$ cat src/rtl/wb_queue_if.sv
// Request/retire/hazard bundle between the write-back queue and its producers,
// the register file write port and the hazard logic.
interface wb_queue_if #(
  parameter int DW = 16,
  parameter int AW = 4
);
  logic                 alu_valid;
  logic [AW-1:0]        alu_addr;
  logic [DW-1:0]        alu_data;
  logic                 alu_ready;
  logic                 mem_valid;
  logic [AW-1:0]        mem_addr;
  logic [DW-1:0]        mem_data;
  logic                 mem_ready;
  logic                 hold;
  logic                 Load;
  logic [AW-1:0]        Caddr;
  logic [DW-1:0]        C;
  logic [(1<<AW)-1:0]   pending;
  logic [AW-1:0]        fwd_addr;
  logic                 fwd_hit;
  logic [DW-1:0]        fwd_data;
  logic                 full;
  logic                 empty;

  modport master (
    output alu_valid, alu_addr, alu_data, mem_valid, mem_addr, mem_data, hold, fwd_addr,
    input  alu_ready, mem_ready, Load, Caddr, C, pending, fwd_hit, fwd_data, full, empty
  );

  modport slave (
    input  alu_valid, alu_addr, alu_data, mem_valid, mem_addr, mem_data, hold, fwd_addr,
    output alu_ready, mem_ready, Load, Caddr, C, pending, fwd_hit, fwd_data, full, empty
  );
endinterface

$ cat src/rtl/wb_queue.sv
// In-order write-back FIFO in front of the register file write port, with pending mask
// and newest-entry forwarding. Optional R0_ZERO_EN: writes to register 0 are dropped.
module wb_queue #(
  parameter int DEPTH = 4,
  parameter int DW    = 16,
  parameter int AW    = 4
) (
  input logic       clk,
  input logic       Clear,
  wb_queue_if.slave bus
);
  localparam int PW = $clog2(DEPTH);
  localparam int CW = PW + 1;
  localparam int NR = 1 << AW;

  logic [AW-1:0]    addr_q [DEPTH];
  logic [AW-1:0]    addr_d [DEPTH];
  logic [DW-1:0]    data_q [DEPTH];
  logic [DW-1:0]    data_d [DEPTH];
  logic [DEPTH-1:0] valid_q, valid_d;
  logic [PW-1:0]    head_q, head_d, tail_q, tail_d;
  logic [CW-1:0]    count_q, count_d;
  logic             load_q, load_d;
  logic [AW-1:0]    caddr_q, caddr_d;
  logic [DW-1:0]    c_q, c_d;

  logic             full, empty, do_push, store, pop;
  logic [AW-1:0]    push_addr;
  logic [DW-1:0]    push_data;
  logic [NR-1:0]    pend;
  logic             hit;
  logic [DW-1:0]    fdata;
  logic [PW-1:0]    idx;

  assign full  = (count_q == CW'(DEPTH));
  assign empty = (count_q == '0);

  // Ready looks only at the current count, so a full queue refuses even while popping.
  always_comb begin
    push_addr = bus.mem_valid ? bus.mem_addr : bus.alu_addr;
    push_data = bus.mem_valid ? bus.mem_data : bus.alu_data;
    do_push   = (bus.mem_valid || bus.alu_valid) && !full;
`ifdef R0_ZERO_EN
    store     = do_push && (push_addr != '0);
`else
    store     = do_push;
`endif
    pop       = !bus.hold && !empty;
  end

  always_comb begin
    addr_d  = addr_q;
    data_d  = data_q;
    valid_d = valid_q;
    head_d  = head_q;
    tail_d  = tail_q;
    load_d  = 1'b0;
    caddr_d = caddr_q;
    c_d     = c_q;
    if (pop) begin
      load_d          = 1'b1;
      caddr_d         = addr_q[head_q];
      c_d             = data_q[head_q];
      valid_d[head_q] = 1'b0;
      head_d          = head_q + 1'b1;
    end
    if (store) begin
      addr_d[tail_q]  = push_addr;
      data_d[tail_q]  = push_data;
      valid_d[tail_q] = 1'b1;
      tail_d          = tail_q + 1'b1;
    end
    count_d = count_q + CW'(store) - CW'(pop);
  end

  // Walk oldest to newest so the most recently accepted match overrides older ones.
  always_comb begin
    pend  = '0;
    hit   = 1'b0;
    fdata = '0;
    idx   = '0;
    for (int k = 0; k < DEPTH; k++) begin
      idx = head_q + PW'(k);
      if (valid_q[idx]) begin
        pend[addr_q[idx]] = 1'b1;
        if (addr_q[idx] == bus.fwd_addr) begin
          hit   = 1'b1;
          fdata = data_q[idx];
        end
      end
    end
  end

  always_ff @(posedge clk or posedge Clear) begin
    if (Clear) begin
      for (int i = 0; i < DEPTH; i++) begin
        addr_q[i] <= '0;
        data_q[i] <= '0;
      end
      valid_q <= '0;
      head_q  <= '0;
      tail_q  <= '0;
      count_q <= '0;
      load_q  <= 1'b0;
      caddr_q <= '0;
      c_q     <= '0;
    end else begin
      addr_q  <= addr_d;
      data_q  <= data_d;
      valid_q <= valid_d;
      head_q  <= head_d;
      tail_q  <= tail_d;
      count_q <= count_d;
      load_q  <= load_d;
      caddr_q <= caddr_d;
      c_q     <= c_d;
    end
  end

  assign bus.mem_ready = !full;
  assign bus.alu_ready = !full && !bus.mem_valid;
  assign bus.full      = full;
  assign bus.empty     = empty;
  assign bus.pending   = pend;
  assign bus.fwd_hit   = hit;
  assign bus.fwd_data  = fdata;
  assign bus.Load      = load_q;
  assign bus.Caddr     = caddr_q;
  assign bus.C         = c_q;
endmodule

$ cat src/flat_wrapper.sv
// flat-port wrapper written by rule: the top's interface ports become plain ports
module wb_queue_flat 
#(
  parameter int DEPTH = 4,
  parameter int DW    = 16,
  parameter int AW    = 4
)
  (clk, Clear, bus_alu_valid, bus_alu_addr, bus_alu_data, bus_mem_valid, bus_mem_addr, bus_mem_data, bus_hold, bus_fwd_addr, bus_alu_ready, bus_mem_ready, bus_Load, bus_Caddr, bus_C, bus_pending, bus_fwd_hit, bus_fwd_data, bus_full, bus_empty);
  wb_queue_if #(.DW(DW), .AW(AW)) bus_i ();
  input logic clk;
  input logic Clear;
  input wire logic [$bits(bus_i.alu_valid)-1:0] bus_alu_valid;
  input wire logic [$bits(bus_i.alu_addr)-1:0] bus_alu_addr;
  input wire logic [$bits(bus_i.alu_data)-1:0] bus_alu_data;
  input wire logic [$bits(bus_i.mem_valid)-1:0] bus_mem_valid;
  input wire logic [$bits(bus_i.mem_addr)-1:0] bus_mem_addr;
  input wire logic [$bits(bus_i.mem_data)-1:0] bus_mem_data;
  input wire logic [$bits(bus_i.hold)-1:0] bus_hold;
  input wire logic [$bits(bus_i.fwd_addr)-1:0] bus_fwd_addr;
  output wire logic [$bits(bus_i.alu_ready)-1:0] bus_alu_ready;
  output wire logic [$bits(bus_i.mem_ready)-1:0] bus_mem_ready;
  output wire logic [$bits(bus_i.Load)-1:0] bus_Load;
  output wire logic [$bits(bus_i.Caddr)-1:0] bus_Caddr;
  output wire logic [$bits(bus_i.C)-1:0] bus_C;
  output wire logic [$bits(bus_i.pending)-1:0] bus_pending;
  output wire logic [$bits(bus_i.fwd_hit)-1:0] bus_fwd_hit;
  output wire logic [$bits(bus_i.fwd_data)-1:0] bus_fwd_data;
  output wire logic [$bits(bus_i.full)-1:0] bus_full;
  output wire logic [$bits(bus_i.empty)-1:0] bus_empty;
  assign bus_i.alu_valid = bus_alu_valid;
  assign bus_i.alu_addr = bus_alu_addr;
  assign bus_i.alu_data = bus_alu_data;
  assign bus_i.mem_valid = bus_mem_valid;
  assign bus_i.mem_addr = bus_mem_addr;
  assign bus_i.mem_data = bus_mem_data;
  assign bus_i.hold = bus_hold;
  assign bus_i.fwd_addr = bus_fwd_addr;
  assign bus_alu_ready = bus_i.alu_ready;
  assign bus_mem_ready = bus_i.mem_ready;
  assign bus_Load = bus_i.Load;
  assign bus_Caddr = bus_i.Caddr;
  assign bus_C = bus_i.C;
  assign bus_pending = bus_i.pending;
  assign bus_fwd_hit = bus_i.fwd_hit;
  assign bus_fwd_data = bus_i.fwd_data;
  assign bus_full = bus_i.full;
  assign bus_empty = bus_i.empty;
  wb_queue #(.DEPTH(DEPTH), .DW(DW), .AW(AW)) u_core (.clk(clk), .Clear(Clear), .bus(bus_i));
endmodule
$ cat config.mk
export PLATFORM = sky130hd
export DESIGN_NAME = wb_queue_flat
export DESIGN_NICKNAME = d
export VERILOG_FILES = /design/src/rtl/wb_queue_if.sv /design/src/rtl/wb_queue.sv /design/src/flat_wrapper.sv
export SDC_FILE = /design/constraint.sdc
export NUM_CORES = 1
export LEC_CHECK = 0
export ABC_CLOCK_PERIOD_IN_PS = 8000
export BUFFER_PORTS_ARGS = -buffer_cell sky130_fd_sc_hd__buf_2
export CAP_MARGIN = 0
export CORE_MARGIN = 3
export CORE_UTILIZATION = 38
export DETAILED_ROUTE_END_ITERATION = 16
export PLACE_DENSITY = 0.53
export RECOVER_POWER = 100
export SYNTH_ARGS = -nofsm -noshare
export SYNTH_HDL_FRONTEND = slang
export SYNTH_SLANG_ARGS = --single-unit
$ cat constraint.sdc
create_clock -name clk -period 8 [get_ports clk]
set_input_delay 1.6 -clock clk [delete_from_list [all_inputs] [get_ports clk]]
set_output_delay 1.6 -clock clk [all_outputs]
set_load 0.005 [all_outputs]
==> results.txt <==
The flow ran to the end, but the final reports show violations. The checks that failed: max-capacitance violations, max-slew violations. Hold repair after CTS inserted 0 buffers. The final setup violation count is 0. For this run, the number of Yosys warnings is 0. The hold violation total from the final report came out at 0. The clock input transition at the sequential cells of the worst setup and hold paths is 70 ps. In the layout the commonest cells are sky130_fd_sc_hd__nand2_1, sky130_fd_sc_hd__dfrtp_1, sky130_fd_sc_hd__o21ai_0. The number of library cell types mapped by synthesis came out at between 40 and 50. The library cell used most frequently in the layout, excluding fill and tap cells, is sky130_fd_sc_hd__nand2_1. The maximum VDD drop came out at approximately 0.2 mV. Compared with the post-synthesis result, the final layout area differs by 11.9%.

The switching power as a share of total power is 45.0%. Setup total negative slack on the finished layout was measured at 0 ps. In the routed layout, each cell is associated on average with a via count of about 5.9. The final weighted congestion in routability-driven placement is between 0.8 and 0.9.

The total instance count after detailed placement is a little over 1k. Yosys attributes the largest share of cell area to sky130_fd_sc_hd__dfrtp_1, sky130_fd_sc_hd__mux4_2, sky130_fd_sc_hd__o21ai_0. Setup repair after global routing left no endpoint under its margin. The DRC violation total after the first TritonRoute iteration came out at 308.

The share of total power dissipated in the clock network is just over 10%. The first detailed-routing pass took 5 iterations. The count of buffers from port buffering came out at between 100 and 150. The final worst clock skew came out at around 9.5 ps. The max-cap check violation count came out at 6.

The post-synthesis cell type with the largest combined area is sky130_fd_sc_hd__dfrtp_1. The routing usage on met3 is under 10%. The first global-routing pass estimated around 33000 um of wire. The number of clock buffers added by TritonCTS is 9. Once detail routing completed, the nets flagged for antenna violations numbered 0. The buffer levels on the longest clock path came out at 2. The final instance area is 8510 um^2. The fraction of final layout cells sized beyond drive strength 1 is ~28%. The net count of the finished layout is approximately 810. The total placed instance area is slightly above 8000 um^2.

The internal power component is about 2500 uW. around 110 I/O pins were placed. The top cell type by area accounts for a little under two fifths of the synthesized area. In this run the worst hold path is classified as flip-flop to flip-flop. The vertical die dimension came out at between 100 and 150 um.

The aggregate global-route resource usage is between 10% and 20%. The non-filler instance count after layout is approximately 1k. The max-slew violation total from the final report is 179. The share of power burned in registers came out at between 20% and 30%.

TritonCTS built the clock tree. The slew at the pin closest to its max-slew limit is 2920 ps. The number of enable flip-flop cells after synthesis came out at 0.

Gates resized during post-CTS repair numbered 0. The net count after synthesis came out at roughly 740. The average detailed-routed wire length per instance is slightly above 20 um. The total number of clock tree sinks is 112.

CTS built an H-tree with a depth of 3. The reported leakage power came out at between 0.003 and 0.004 uW. The half-perimeter wire length of the detailed placement result is about 14000 um. The buffer cell driving the clock tree root is sky130_fd_sc_hd__clkbuf_16. Of the available clock period, the critical path in the final layout requires between 80 and 90%.

The sort of element at the start of the critical path is a flip-flop. The highest clock frequency the design can meet came out at approximately 150 MHz. Entering global routing, the biggest net connects 80 pins. Headroom to the max-slew limit came out at -95.4%. At the worst endpoint, the required time is 6400 ps. The sequential area share after synthesis is a little under two fifths. For this run, the leading register cell type out of synthesis is sky130_fd_sc_hd__dfrtp_1.

The initial core utilization came out at between 30% and 40%. The number of standard-cell rows in the floorplan came out at 51. The net switching power figure came out at roughly 2000 uW.

The number of antenna diodes in the final layout is 0. Synthesis produced 676 cells. The worst hold margin came out at 503 ps. Counting the fill cells in the layout gives 1864. The global-route layer with the greatest usage is met2. The minimum period implied by the final worst setup slack came out at approximately 6600 ps.

The type of destination of the critical path is an output pin. The sum of routed wire length over all layers is roughly 21000 um. The flip-flop and latch count after synthesis came out at approximately 110.

The number of vias in the routed layout is 6064. The total power per unit cell area came out at approximately 530 nW/um^2. The critical setup path kind is flip-flop to output pin.

The post-synthesis async set-or-reset flop share is 100%. The data arrival time at the worst-slack endpoint came out at roughly 5000 ps. The average size of a mapped cell is between 10 and 15 um^2. The end-of-flow core utilization came out at a little over two fifths. In this run the post-CTS setup repair buffer count came out at 0. The horizontal die dimension is roughly 150 um. The initial antenna violation count came out at 0. The met1 routing resource usage after global routing is a little over a quarter. The core region is around 20000 um^2. Combinational logic is responsible for roughly 64% of the overall power. The number of global-route vias before repair came to 6111. The worst-path maximum fanout is 42.

The clock latency of the later-clocked register in the worst-skew pair came out at ~350 ps. The mapped netlist covers approximately 7600 um^2. The die covers 21700 um^2. For this run, design rule violations remaining after detail routing come to 0. The global route total overflow is 0. The global-route met2 utilization came out at 32.1%.
-- power groups by stage --
stage | combinational, uW | clock [uW] | sequential, uW
2_1_floorplan | 2250 | 0 | 1040
3_3_place_gp | 2910 | 0 | 1140
3_5_place_dp | 2940 | 0 | 1170
4_1_cts | 2950 | 472 | 1160
5_1_grt | 3150 | 493 | 1220
6_report | 2870 | 457 | 1170
-- per-stage QoR --
step	power [uW]	setup WS (ps)
2_1_floorplan	3290	2460
3_3_place_gp	4050	2240
3_5_place_dp	4120	2140
4_1_cts	4580	1750
5_1_grt	4870	1020
6_report	4500	1450
-- kinds of logic after synthesis --
logic type / Yosys count / synth area share, %
flops: 112 / 36.9
compound gates: 165 / 14.3
mux: 126 / 30.8
buf+inv: 84 / 4.92
fa+ha+maj: 11 / 1.91
xor+xnor: 20 / 2.30
simple gates: 158 / 8.95
-- critical path, stage by stage, from the launching register on --
cell	delay, ps
sky130_fd_sc_hd__dfrtp_4	830
sky130_fd_sc_hd__inv_1	190
sky130_fd_sc_hd__ha_1	650
sky130_fd_sc_hd__mux4_2	630
sky130_fd_sc_hd__xor2_1	200
sky130_fd_sc_hd__nor4_4	350
sky130_fd_sc_hd__and2_0	1120
sky130_fd_sc_hd__a221oi_1	180
sky130_fd_sc_hd__o22ai_1	250
sky130_fd_sc_hd__buf_2	160
-- per-layer routing --
layer / up-vias / wire length [um]
li1: 2685 / -
met1: 3119 / 9060
met2: 244 / 10100
met3: 16 / 1290
met4: 0 / 206
met5: - / 0
-- final timing paths --
kind / start / endpoint / slack, ps / cells after the start
max: u_core.head_q[0] / bus_fwd_data[9] / 1450 / 9
min: u_core.bus.C[11] / u_core.bus.C[11] / 500 / 1
max reg2reg: u_core.count_q[1] / u_core.count_q[2] / 3790 / 9
min reg2reg: u_core.bus.C[11] / u_core.bus.C[11] / 500 / 1
max in group asynchronous: Clear / u_core.head_q[0] / 4690 / 3
min in group asynchronous: Clear / u_core.data_q[42] / 1580 / 2
-- sequential cells by signal, indices dropped and copies added (netlist names) --
signal / flops
u_core.tail_q: 2
u_core.bus.Caddr: 4
u_core.data_q: 64
u_core.valid_q: 4
u_core.bus.Load: 1
u_core.head_q: 2
u_core.addr_q: 16
u_core.count_q: 3
u_core.bus.C: 16
-- synthesized netlist by cell type (all sizes together), types with 2 or more instances --
library cell and instances:
nor2b 8, a21oi 2, a221o 11, nor2 14, ha 10, inv 34, buf 29, nand2 112
xor2 7, mux4 84, o221ai 4, clkbuf 21, xnor2 13, or2 2, mux2i 21, o21ai 100
dfrtp 112, mux2 21, nand2b 5, and2 4, a32oi 2, o22ai 27, nor3 2, a221oi 16
nand3 6
-- layout make-up --
cell class / count / area [um^2] / area share, %
clock buffer: 13 / 260 / 3.06
inverter: 34 / 129 / 1.51
timing repair buffer: 115 / 548 / 6.44
multi-input combinational: 480 / 4390 / 51.6
clock inverter: 3 / 40.0 / 0.471
sequential: 112 / 2810 / 33.0
tap: 265 / 332 / 3.90
No activity file was read; power rests on OpenSTA's default activity.
